## src/rtl/fifo_rd_stream.sv

```systemverilog
// fifo_rd_stream: fixed-latency FIFO read port -> valid/ready stream through an RD_LATENCY+1 entry skid buffer; first beat RD_LATENCY+1 cycles after data appears.
// Sink stalls are absorbed by withholding pops so the skid never overflows; FIFO_RD_STREAM_PKT_EN adds the m_last_o beat counter.
module fifo_rd_stream #(
   parameter int WIDTH      = 32,
   parameter int RD_LATENCY = 1,
   parameter int PKT_LEN    = 16
) (
   input  logic             clk_i,
   input  logic             rst_i,
   output logic             fifo_rd_en_o,
   input  logic [WIDTH-1:0] fifo_rd_data_i,
   input  logic             fifo_rd_empty_i,
   output logic             m_valid_o,
   input  logic             m_ready_i,
   output logic [WIDTH-1:0] m_data_o,
   output logic             m_last_o,
   output logic             busy_o
);
   localparam int DEPTH = RD_LATENCY + 1;
   localparam int CW    = $clog2(DEPTH + 1);
   localparam int SW    = CW + 1;
   localparam int PW    = $clog2(DEPTH);
   localparam logic [CW-1:0] DEPTH_C  = CW'(DEPTH);
   localparam logic [PW-1:0] PTR_LAST = PW'(DEPTH - 1);

   logic [RD_LATENCY-1:0] r_inflight;
   logic [WIDTH-1:0]      r_mem [DEPTH];
   logic [PW-1:0]         r_wr_ptr;
   logic [PW-1:0]         r_rd_ptr;
   logic [CW-1:0]         r_occ;

   logic [RD_LATENCY-1:0] w_infl_nxt;
   logic [CW-1:0]         w_infl_cnt;
   logic [SW-1:0]         w_committed;
   logic                  w_wr;
   logic                  w_pop;
   logic                  w_rd_en;

   function automatic logic [PW-1:0] f_ptr_next(input logic [PW-1:0] p);
      return (p == PTR_LAST) ? '0 : p + PW'(1);
   endfunction

   always_comb begin
      w_infl_cnt    = '0;
      w_infl_nxt    = '0;
      w_infl_nxt[0] = w_rd_en;
      for (int i = 1; i < RD_LATENCY; i++) w_infl_nxt[i] = r_inflight[i-1];
      for (int i = 0; i < RD_LATENCY; i++) w_infl_cnt = w_infl_cnt + CW'(r_inflight[i]);
   end

   // Words already owed to the skid (held + in flight) after this cycle's pop must leave room for one more.
   assign w_wr        = r_inflight[RD_LATENCY-1];
   assign w_pop       = m_valid_o & m_ready_i;
   assign w_committed = SW'(r_occ) + SW'(w_infl_cnt) - SW'(w_pop);
   assign w_rd_en     = ~rst_i & ~fifo_rd_empty_i & (w_committed < SW'(DEPTH));

   assign fifo_rd_en_o = w_rd_en;
   assign m_valid_o    = (r_occ != '0);
   assign m_data_o     = r_mem[r_rd_ptr];
   assign busy_o       = m_valid_o | (|r_inflight);

   always_ff @(posedge clk_i) begin
      if (rst_i) begin
         r_inflight <= '0;
         r_wr_ptr   <= '0;
         r_rd_ptr   <= '0;
         r_occ      <= '0;
      end else begin
         r_inflight <= w_infl_nxt;
         if (w_wr)  r_wr_ptr <= f_ptr_next(r_wr_ptr);
         if (w_pop) r_rd_ptr <= f_ptr_next(r_rd_ptr);
         case ({w_wr, w_pop})
            2'b10:   r_occ <= r_occ + CW'(1);
            2'b01:   r_occ <= r_occ - CW'(1);
            default: r_occ <= r_occ;
         endcase
      end
   end

   // Storage carries no reset; r_occ alone decides what is visible.
   always_ff @(posedge clk_i) begin
      if (w_wr & ~rst_i) r_mem[r_wr_ptr] <= fifo_rd_data_i;
   end

   a_no_overflow: assert property (@(posedge clk_i) disable iff (rst_i) !(w_wr && (r_occ == DEPTH_C)));
   a_params:      assert property (@(posedge clk_i) (RD_LATENCY >= 1) && (RD_LATENCY <= 4) && (PKT_LEN >= 2));

`ifdef FIFO_RD_STREAM_PKT_EN
   localparam int BW = $clog2(PKT_LEN);
   localparam logic [BW-1:0] BEAT_LAST = BW'(PKT_LEN - 1);
   logic [BW-1:0] r_beat;

   always_ff @(posedge clk_i) begin
      if (rst_i)      r_beat <= '0;
      else if (w_pop) r_beat <= (r_beat == BEAT_LAST) ? '0 : r_beat + BW'(1);
   end

   assign m_last_o = m_valid_o & (r_beat == BEAT_LAST);
`else
   assign m_last_o = 1'b0;
`endif

endmodule

```

## config.mk

```make
export PLATFORM = sky130hd
export DESIGN_NAME = fifo_rd_stream
export DESIGN_NICKNAME = d
export VERILOG_FILES = /design/src/rtl/fifo_rd_stream.sv
export SDC_FILE = /design/constraint.sdc
export NUM_CORES = 1
export LEC_CHECK = 0
export ABC_AREA = 1
export CAP_MARGIN = 15
export CELL_PAD_IN_SITES_DETAIL_PLACEMENT = 1
export CELL_PAD_IN_SITES_GLOBAL_PLACEMENT = 1
export CORE_UTILIZATION = 40
export DETAILED_ROUTE_END_ITERATION = 10
export HOLD_SLACK_MARGIN = 0.15
export PLACE_DENSITY_LB_ADDON = 0.25
export SYNTH_ARGS = -nofsm -noshare
export SYNTH_HDL_FRONTEND = slang
export SYNTH_SLANG_ARGS = --single-unit
```

## constraint.sdc

```tcl
create_clock -name clk_i -period 11.86 [get_ports clk_i]
set_input_delay 3.558 -clock clk_i [delete_from_list [all_inputs] [get_ports clk_i]]
set_output_delay 3.558 -clock clk_i [all_outputs]
set_load 0.03 [all_outputs]
```

* Yosys cells after proc, flatten, opt, wreduce, memory -nomap -nowiden
Memories as Yosys holds them, arrays and structs flattened. A register that Yosys moved wholly into a read port is not among the register bits. Cells that the tools add are included. Widths: inputs -> output; s select.
Word-level totals: memories kept 1, output and inout bits 36, bits in latches 0, memory bits (read-only) 0, memory bits (writable) 64, register bits after elaboration 5
Memories:
- r_mem | depth 2, width 32, read ports 1, clocked after Yosys merged registers in 1, wr ports 1, RTL line 27 | logic [WIDTH-1:0] r_mem [DEPTH];
Cells by class: bitwise logic cells 7, reduce and logical (&&, ||, !) cells 2, multipliers 0, shift operators 0, mux-type cells 7, magnitude comparators 1, equal/unequal tests 2, $add $sub $neg 6, div/mod/pow operators 0
Operator list (count):
- $mux 1 | 6
- $and 1x1->1 | 4
- $pmux 2 s2 | 1
- $reduce_bool 2->1 | 2
- $add 2x1->3 | 1
- $lt 3x2->1 const B | 1
- $sub 3x1->3 | 1
- $add 1x1->1 const B | 2
- $add 2x1->2 const B | 1
- $eq 2x1->1 const B | 1
- $eq 2x2->1 const B | 1
- $not 1->1 | 2
- $sub 2x1->2 const B | 1
- $or 1x1->1 | 1

* Logic depth before layout (Yosys ltp)
Gate-level depths: netlist of the first run.
word-level depth 5, depth in mapped cells 8

* Worst setup path before layout of the first run
OpenSTA, ideal clock, no wires.
path kind input port to output port, start point input m_ready_i, end point output fifo_rd_en_o, required time 8.302 ns, setup slack 3.158 ns, stages 8, buffers on the path 0, arrival 5.144 ns, path through inv_1 -> nor2_4 -> nand3_1 -> nand2_1 -> inv_1 -> fa_1 -> nand2_1 -> nor3_1
Between the ends: cells in the longest elaborated chain, start to end 4
RTL lines:
- from (decl) | RTL line 14 | input logic m_ready_i,
- $and 1x1->1 | RTL line 53 | assign w_pop = m_valid_o & m_ready_i;
- $sub 3x1->3 | RTL line 54 | assign w_committed = SW'(r_occ) + SW'(w_infl_cnt) - SW'(w_pop);
- $lt 3x2->1 | RTL line 55 | assign w_rd_en = ~rst_i & ~fifo_rd_empty_i & (w_committed < SW'(DEPTH));
- $and 1x1->1 | RTL line 55
- to (decl) | RTL line 10 | output logic fifo_rd_en_o,
No other way between the ends.

* Worst setup path in the final report of the first run
Same ends and word-level chain as after synthesis.

==> qor.yml, run 1 <==
logic_synthesis:
  yosys_warnings: 0
  synth_top_cell_by_area: "edfxtp_1"
  synth_cell_types: 19
  ys_seq_area_share_pct: 72.66
  syn_inst: 153
  post_synth_mux_area_share_pct: 16.83
  synth_xor_area_share_pct: 0.3117
  synth_compound_area_share_pct: 0.8905
  yosys.area_share.adder_pct: 0.7124
  synth.net_count: 190
  avgSynthCellArea_um2: 18.37
  synth_top_family_by_area: "multiplexers"
  ys_top_cells_by_area: "edfxtp_1 68%, mux2_4 16%, dfxtp_1 4.3%"
  synth_seq_cells: 70
  yosys.area_share.simple_pct: 4.319
  syn_area_um2: 2810
  yosysTopAreaCellShare_pct: 68.39
clock_tree:
  post_cts_resize_count: 0
  cts_root_buf: "clkbuf_8"
  postCtsSetupRepairBufs: 0
  htreeDepth: 3
  holdBufCountCts: 0
  cts_sinks: 70
  cts_tree: "built"
  clock_latency_ns: 0.33
  clk_pin_slew_ns: 0.07
  cts_buffers: 9
  clockBufferDepth: 2
power:
  p_int_uw: 410.2
  p_comb_share_pct: 16.1
  p_total_uw: 541.0
  power_density_nw_per_um2: 144.5
  ir_worst_vdd_uv: 72.58
  p_seq_share_pct: 53.0
  leakagePower_nw: 1.339
  clkPwrFrac_pct: 30.9
  switching_power_uw: 130.8
  switching_share_pct: 24.18
detailed_routing:
  drtIter0Drc: 37
  drcViolationCount: 0
  routed_wl_um: 4958
  vias_per_cell: 4.538
  first_pass_iters: 4
  vias: 1502
  antenna_left: 0
  wl_per_cell_um: 14.98
final_layout:
  nNetsFinal: 267
  multiInputGateArea_um2: 664.4
  fillerInstances: 648
  register_area_um2: 2043
  num_antenna_cells: 0
  drive_above_1_share_pct: 21.28
  fin_util_pct: 55.12
  area_growth_pct: 33.26
  design_area_um2: 3745
  layout.cells.non_filler: 331
sta:
  setup_viol: 0
  min_period_over_period_pct: 79.90
  max_freq_ghz: 0.1055
  min_period_ns: 9.476
  fin_worst_hold_slack_ns: 0.4786
  finalMaxSlewViolations: 0
  max_slew.worst_pin.slew_ns: 1.105
  hold_viol_final: 0
  maxSlewHeadroom_pct: 26.36
  tns_ns: 0
  fin_ws_ns: 2.384
  final.setup_skew_ns: 0.006916
  rsz0062_at_grt: "false"
place:
  gp_congestion: 0.8183
  hpwl_um: 3219
  place_inst: 315
  dp_slack_ns: 2.383
  io_buffers: 70
  placed_area_um2: 3573
global_routing:
  grt.total_usage_pct: 14.56
  grt_pass1_vias: 1533
  antenna_found_initial: 0
  grt.overflow.total: 0
  grt_pass1_wl_um: 7748
  grt_max_degree: 33
min_path:
  min_path_type: "register to register"
die:
  fp.dieH_um: 85.82
  die-area_um2: 7365
  coreArea_um2: 6794
  die_w_um: 85.82
  rows: 30
  initial_utilization_pct: 41.36
  io_pins: 72
critical_path:
  startpoint_type: "input port"
  cp.arrival_ns: 5.92
  crit_fanout: 5
  end_kind: "output port"
  path_class: "input port to output port"
  critPathRequiredTime_ns: 8.30
  rrSetupSlack_ns: 9.74
status:
  status: "finished clean"
job:
  drv_cap: 0
area by class of cell:
cell class | count | share of cell area [%]
Timing Repair Buffer | 71 | 18.91
Multi-Input combinational cell | 68 | 17.74
Sequential cell | 70 | 54.56
Clock inverter | 2 | 0.2339
Tap cell | 96 | 3.207
Inverter | 10 | 1.002
Clock buffer | 14 | 4.343
flip-flops by register name (all words and copies together) (netlist names), named ones only:
register / count
r_inflight: 1
r_mem: 64
r_occ: 2
r_rd_ptr: 1
r_wr_ptr: 1
synth_stat cells, drive strengths merged:
| cell | n |
|---|---|
| buf | 5 |
| mux2 | 32 |
| a21oi | 3 |
| nand3 | 2 |
| conb | 1 |
| o21ai | 2 |
| xor2 | 1 |
| fa | 1 |
| nor2 | 8 |
| inv | 10 |
| dfxtp | 6 |
| nand2 | 15 |
| edfxtp | 64 |
| nor3 | 3 |
power groups by stage:
stage / combinational (mW) / clock, mW / sequential, mW
final: 0.0870 / 0.167 / 0.287
after global routing: 0.0923 / 0.182 / 0.288
after CTS: 0.0882 / 0.173 / 0.287
after detailed placement: 0.0877 / 0 / 0.293
after global placement: 0.0866 / 0 / 0.292
after floorplan: 0.0591 / 0 / 0.286
per-layer routing:
| layer | global-route usage [%] | share of wire (%) | wire length, um |
|---|---|---|---|
| met1 | 16.57 | 42 | 2076 |
| met2 | 25.09 | 52 | 2598 |
| met3 | 3.272 | 3.4 | 169 |
| met4 | 8.788 | 2.3 | 113 |
| met5 | 0 | 0 | 0 |
critical path: stages:
cell and delay (ns):
clkdlybuf4s50_1 0.48, inv_1 0.09, nor2_4 0.15, nand3_1 0.09, nand2_1 0.09, inv_1 0.05
fa_1 0.47, nand2_1 0.07, nor3_1 0.17, clkdlybuf4s50_1 0.69
cells in the final DEF (no fill, tap or decap):
cell             Yosys  layout
nor2_4               1       2
inv_1               10      10
dfxtp_1              6       5
nor2_1               6       5
nor3_2               0       1
clkdlybuf4s50_1      0      70
dfxtp_2              0       1
mux2_4              30      30
nand3_1              2       2
nor3_1               3       2
mux2_2               2       2
xor2_1               1       1
clkbuf_8             0      11
fa_1                 1       1
clkbuf_1             0       3
nand2_1             15      15
clkinv_2             0       1
o21ai_0              2       2
edfxtp_1            64      64
conb_1               1       1
a21oi_1              3       3
clkinv_1             0       1
buf_4                1       1
nor2_2               1       1
cell families after synthesis:
logic type                 after synthesis
muxes                                   32
DFF                                     70
buffers and inverters                   15
xor gates and xnor gates                 1
other                                    1
and+or+nand+nor                         28
AOI/OAI and AO/OA                        5
adders and majority gates                1
final timing paths:
kind	depth (start not counted)	start	to
worst max-delay path	10	m_ready_i	fifo_rd_en_o
worst min-delay path	2	r_wr_ptr$_SDFFE_PP0P_	r_wr_ptr$_SDFFE_PP0P_
worst max register to register	3	r_inflight$_SDFF_PP0_	r_mem[1][10]$_DFFE_PP_
worst min register to register	2	r_wr_ptr$_SDFFE_PP0P_	r_wr_ptr$_SDFFE_PP0P_
Power figures use the tool's default switching activity.
==> run 2, diff against run 1 <==
- clock period: 11.86 -> 9.2 ns (I/O delays scaled with it)
==> run 2 against run 1 <==
Compared with the run above:
- flip-flop and latch count did not move
- global-route usage fell by 0.40 points
- cell area did not move
- wire length fell by 3.5%
- combinational power rose by 29%
- power rose by 28%
- sequential power rose by 29%
- cell count did not move
- clock-buffer cell count did not move
==> qor.yml, run 2 (synthesized netlist as in run 1, its figures left out) <==
critical_path:
  startpoint_type: "input port"
  crit_fanout: 5
  rr_worst_depth: 3
  cp.arrival_ns: 5.08
  crit_start: "m_ready_i"
  worstReg2RegStart: "r_inflight$_SDFF_PP0_"
  end_kind: "output port"
  timing.rr.end: "r_mem[1][10]$_DFFE_PP_"
  path_class: "input port to output port"
  critPathRequiredTime_ns: 6.44
  rrSetupSlack_ns: 7.26
place:
  io_buffers: 70
  place_inst: 315
  gp_congestion: 0.8032
  placed_area_um2: 3573
  dp_slack_ns: 1.341
  hpwl_um: 3238
die:
  die_w_um: 85.82
  initial_utilization_pct: 41.36
  coreArea_um2: 6794
  io_pins: 72
  fp.dieH_um: 85.82
  die-area_um2: 7365
  rows: 30
final_layout:
  design_area_um2: 3745
  num_antenna_cells: 0
  fillerInstances: 646
  nNetsFinal: 267
  top_register: "r_mem"
  area_growth_pct: 33.26
  layout_common_cells: "70 x clkdlybuf4s50_1, 64 x edfxtp_1, 30 x mux2_4, 15 x nand2_1, 11 x clkbuf_8"
  drive_above_1_share_pct: 21.28
  top_regs: "r_mem: 64 flops, r_occ: 2 flops"
  layout.cells.non_filler: 331
  fin_util_pct: 55.12
  largest_reg_flops: 64
  final_common_cell: "clkdlybuf4s50_1"
clock_tree:
  clk_pin_slew_ns: 0.06
  post_cts_resize_count: 0
  cts_sinks: 70
  clock_latency_ns: 0.32
  cts_buffers: 9
  clockBufferDepth: 2
  htreeDepth: 3
  cts_root_buf: "clkbuf_8"
  cts_tree: "built"
  postCtsSetupRepairBufs: 0
  holdBufCountCts: 0
power:
  power_density_nw_per_um2: 184.7
  p_comb_share_pct: 16.1
  p_seq_share_pct: 53.4
  p_int_uw: 528.7
  p_total_uw: 691.8
  leakagePower_nw: 1.339
  switching_share_pct: 23.57
  switching_power_uw: 163.1
  ir_worst_vdd_uv: 87.70
  clkPwrFrac_pct: 30.5
detailed_routing:
  drcViolationCount: 0
  first_pass_iters: 4
  routed_wl_um: 4786
  drtIter0Drc: 42
  antenna_left: 0
  vias_per_cell: 4.417
  vias: 1462
  wl_per_cell_um: 14.46
global_routing:
  grt.overflow.total: 0
  grt_pass1_wl_um: 7603
  grt_pass1_vias: 1540
  antenna_found_initial: 0
  grt.total_usage_pct: 14.16
  grt_max_degree: 33
sta:
  fin_worst_hold_slack_ns: 0.4775
  hold_viol_final: 0
  finalMaxSlewViolations: 0
  setup_viol: 0
  tns_ns: 0
  fin_ws_ns: 1.359
  max_slew.worst_pin.slew_ns: 1.072
  final.setup_skew_ns: 0.006515
  min_period_over_period_pct: 85.23
  maxSlewHeadroom_pct: 28.53
  rsz0062_at_grt: "false"
  max_freq_ghz: 0.1275
  min_period_ns: 7.841
job:
  drv_cap: 0
status:
  status: "finished clean"
min_path:
  min_path_type: "register to register"
  hp-start: "r_wr_ptr$_SDFFE_PP0P_"
  hold_depth: 2
  hold_end: "r_wr_ptr$_SDFFE_PP0P_"
[run 2: cell counts in the layout (fill, tap and decap cells not counted)]
No cell type changed its count.
[run 2: metal layers]
metal	share of wire, %	GRT usage [%]	routed length (um)	vias up
li1	-	-	-	707
met2	54	25.24	2582	35
met4	0.94	5.455	45	0
met5	0	0	0	-
met1	42	15.99	1989	716
met3	3.5	4.235	168	4
[run 2: worst max-delay path by stage]
stage	slack (ns)	end	cells after the start
5_1_grt	1.19	fifo_rd_en_o	10
6_report	1.36	fifo_rd_en_o	10
3_3_place_gp	1.37	fifo_rd_en_o	10
2_1_floorplan	2.09	fifo_rd_en_o	8
4_1_cts	1.34	fifo_rd_en_o	10
3_5_place_dp	1.34	fifo_rd_en_o	10
[run 2: power groups by stage]
stage	logic, mW	clock network [mW]	registers [mW]
after detailed placement	0.113	0	0.377
after global placement	0.112	0	0.377
after floorplan	0.0762	0	0.369
after global routing	0.119	0.233	0.371
after CTS	0.114	0.219	0.370
final	0.112	0.211	0.369
[run 2: area by class of cell]
| type | instances | area (um^2) | share of cell area (%) |
|---|---|---|---|
| Sequential cell | 70 | 2043 | 54.56 |
| Timing Repair Buffer | 71 | 708.2 | 18.91 |
| Clock inverter | 2 | 8.758 | 0.2339 |
| Multi-Input combinational cell | 68 | 664.4 | 17.74 |
| Tap cell | 96 | 120.1 | 3.207 |
| Clock buffer | 14 | 162.7 | 4.343 |
| Inverter | 10 | 37.54 | 1.002 |
[run 2: critical path, cell delays in order]
cell and delay, ns:
clkdlybuf4s50_1 0.47, inv_1 0.09, nor2_4 0.16, nand3_1 0.09
nand2_1 0.06, inv_1 0.05, fa_1 0.47, nand2_1 0.07
nor3_1 0.17, clkdlybuf4s50_1 0.69
==> run 3, diff against run 2 <==
- CORE_UTILIZATION: 40 -> 36
- RECOVER_POWER: not set -> 25
- clock period: 9.2 -> 6.6 ns (I/O delays scaled with it)
==> run 3 against run 2 <==
Compared with the run above:
- clock-buffer cell count shrank 5
- die area grew 11%
- register-to-register slack lost 2.4 ns
- largest power group unchanged
- worst setup slack lost 1.1 ns
- highest routed layer unchanged
- utilization shrank 3.8 points
- wire length grew 3.4%
- first-iteration DRC count grew 26%
- flip-flop and latch count is the same
- combinational power grew 38%
- global-route usage shrank 1.4 points
- power grew 50%
==> qor.yml, run 3 (synthesized netlist as in run 1, its figures left out) <==
critical_path:
  path_class: "input port to output port"
  startpoint_type: "input port"
  worstReg2RegStart: "r_occ[1]$_SDFFE_PP0P_"
  crit_buf_inv: 4
  crit_fanout: 5
  rrSetupSlack_ns: 4.89
  cp.arrival_ns: 4.36
  critPathRequiredTime_ns: 4.62
  rr_worst_depth: 8
  timing.rr.end: "r_inflight$_SDFF_PP0_"
  path_cells: "clkdlybuf4s50_1 -> inv_1 -> nor2_4 -> nand3_1 -> nand2_1 -> inv_1 -> fa_1 -> nand2_1 -> nor3_1 -> clkdlybuf4s50_1"
  max_stage_delay_ns: 0.70
  critPathTopFamily: "buffers and inverters"
  end_kind: "output port"
  worst_path_max_delay_cell: "clkdlybuf4s50_1"
global_routing:
  grt.total_usage_pct: 12.76
  antenna_found_initial: 0
  grt_pass1_vias: 1523
  grt_pass1_wl_um: 7700
  grt_max_degree: 33
  grt.overflow.total: 0
clock_tree:
  post_cts_resize_count: 0
  clk_pin_slew_ns: 0.07
  clock_latency_ns: 0.33
  cts_buffers: 9
  cts_tree: "built"
  holdBufCountCts: 0
  htreeDepth: 3
  postCtsSetupRepairBufs: 0
  clockBufferDepth: 2
  cts_root_buf: "clkbuf_8"
  cts_sinks: 70
detailed_routing:
  drtIter0Drc: 53
  vias_per_cell: 4.478
  antenna_left: 0
  first_pass_iters: 4
  drcViolationCount: 0
  vias: 1500
  routed_wl_um: 4949
  wl_per_cell_um: 14.77
final_layout:
  top_regs: "r_mem: 64 flops, r_occ: 2 flops"
  nNetsFinal: 268
  fillerInstances: 711
  design_area_um2: 3802
  layout.cells.non_filler: 335
  area_growth_pct: 35.31
  layout_common_cells: "64 x edfxtp_1, 48 x clkdlybuf4s50_1, 30 x mux2_4, 22 x dlygate4sd3_1, 15 x nand2_1"
  register_area_um2: 2043
  multiInputGateArea_um2: 659.4
  num_antenna_cells: 0
  top_register: "r_mem"
  final_common_cell: "edfxtp_1"
  largest_reg_flops: 64
  drive_above_1_share_pct: 23.31
status:
  status: "finished clean"
job:
  drv_cap: 0
power:
  power_density_nw_per_um2: 273.7
  p_total_mw: 1.041
  ir_worst_vdd_uv: 101.9
  leakagePower_nw: 1.371
die:
  fp.dieH_um: 90.35
  die_w_um: 90.35
  die-area_um2: 8163
  initial_utilization_pct: 37.93
  coreArea_um2: 7408
  rows: 31
  io_pins: 72
place:
  hpwl_um: 3246
  placed_area_um2: 3580
  gp_congestion: 0.8507
  place_inst: 319
  io_buffers: 70
sta:
  maxSlewHeadroom_pct: 27.66
  setup_viol: 0
  rsz0062_at_grt: "false"
  final.setup_skew_ns: 0.004814
  max_slew.worst_pin.slew_ns: 1.085
  min_period_over_period_pct: 96.06
  tns_ns: 0
  max_freq_ghz: 0.1577
  hold_viol_final: 0
  min_period_ns: 6.340
  finalMaxSlewViolations: 0
min_path:
  hold_end: "r_wr_ptr$_SDFFE_PP0P_"
  min_path_type: "register to register"
  hold_depth: 2
  hp-start: "r_wr_ptr$_SDFFE_PP0P_"
==> run 3: changes by cell type in the layout (fill, tap and decap cells not counted), sizes merged <==
cell,delta
buf,+1
clkinvlp,+1
bufinv,+2
clkbuf,-5
clkinv,+2
clkdlybuf4s50,-22
dlygate4sd3,+22
==> run 3: how the worst max path moves through the flow <==
stage | end | start | cells after the start
3_3_place_gp | fifo_rd_en_o | m_ready_i | 10
3_5_place_dp | fifo_rd_en_o | m_ready_i | 10
6_report | fifo_rd_en_o | m_ready_i | 10
4_1_cts | fifo_rd_en_o | m_ready_i | 10
5_1_grt | fifo_rd_en_o | m_ready_i | 10
2_1_floorplan | fifo_rd_en_o | m_ready_i | 8
==> run 3: cell type report <==
type | instances | area share (%)
sequential | 70 | 53.73
clock inverter | 7 | 2.600
clock buffer | 9 | 3.258
timing repair buffer | 72 | 18.82
tap | 99 | 3.258
inverter | 10 | 0.9872
multi-input combinational | 68 | 17.34
==> run 3: power breakdown <==
group          leakage, nW  switching (mW)  total (mW)  internal, mW
Clock                0.109           0.158       0.372         0.214
Combinational        0.631          0.0748       0.154        0.0789
Sequential           0.630          0.0153       0.515         0.500
==> run 3: routing by layer <==
| metal | track usage, % | share of wire [%] | routed length [um] | vias up |
|---|---|---|---|---|
| met1 | 15.13 | 44 | 2199 | 741 |
| met4 | 6.855 | 1.8 | 89 | 0 |
| met5 | 0 | 0 | 0 | - |
| li1 | - | - | - | 711 |
| met2 | 21.63 | 51 | 2502 | 40 |
| met3 | 2.778 | 3.2 | 158 | 8 |
==> run 3: tightest hold or removal path, delay by kind of cell (launching register included) <==
family	cells	cell delay, ns
AND/OR/NAND/NOR	1	0.06
flip-flops	1	0.31
AO/OA/AOI/OAI	1	0.06
==> run 3: metrics by stage <==
step	util [%]	setup WS, ns	hold WS [ns]
finish	51.33	0.2599	0.4823
global route	51.33	0.1109	0.5028
CTS	51.33	0.2208	0.4867
detailed placement	48.32	0.2407	0.4768
global placement	48.32	0.3388	0.4547
floorplan	-	1.054	0.4376
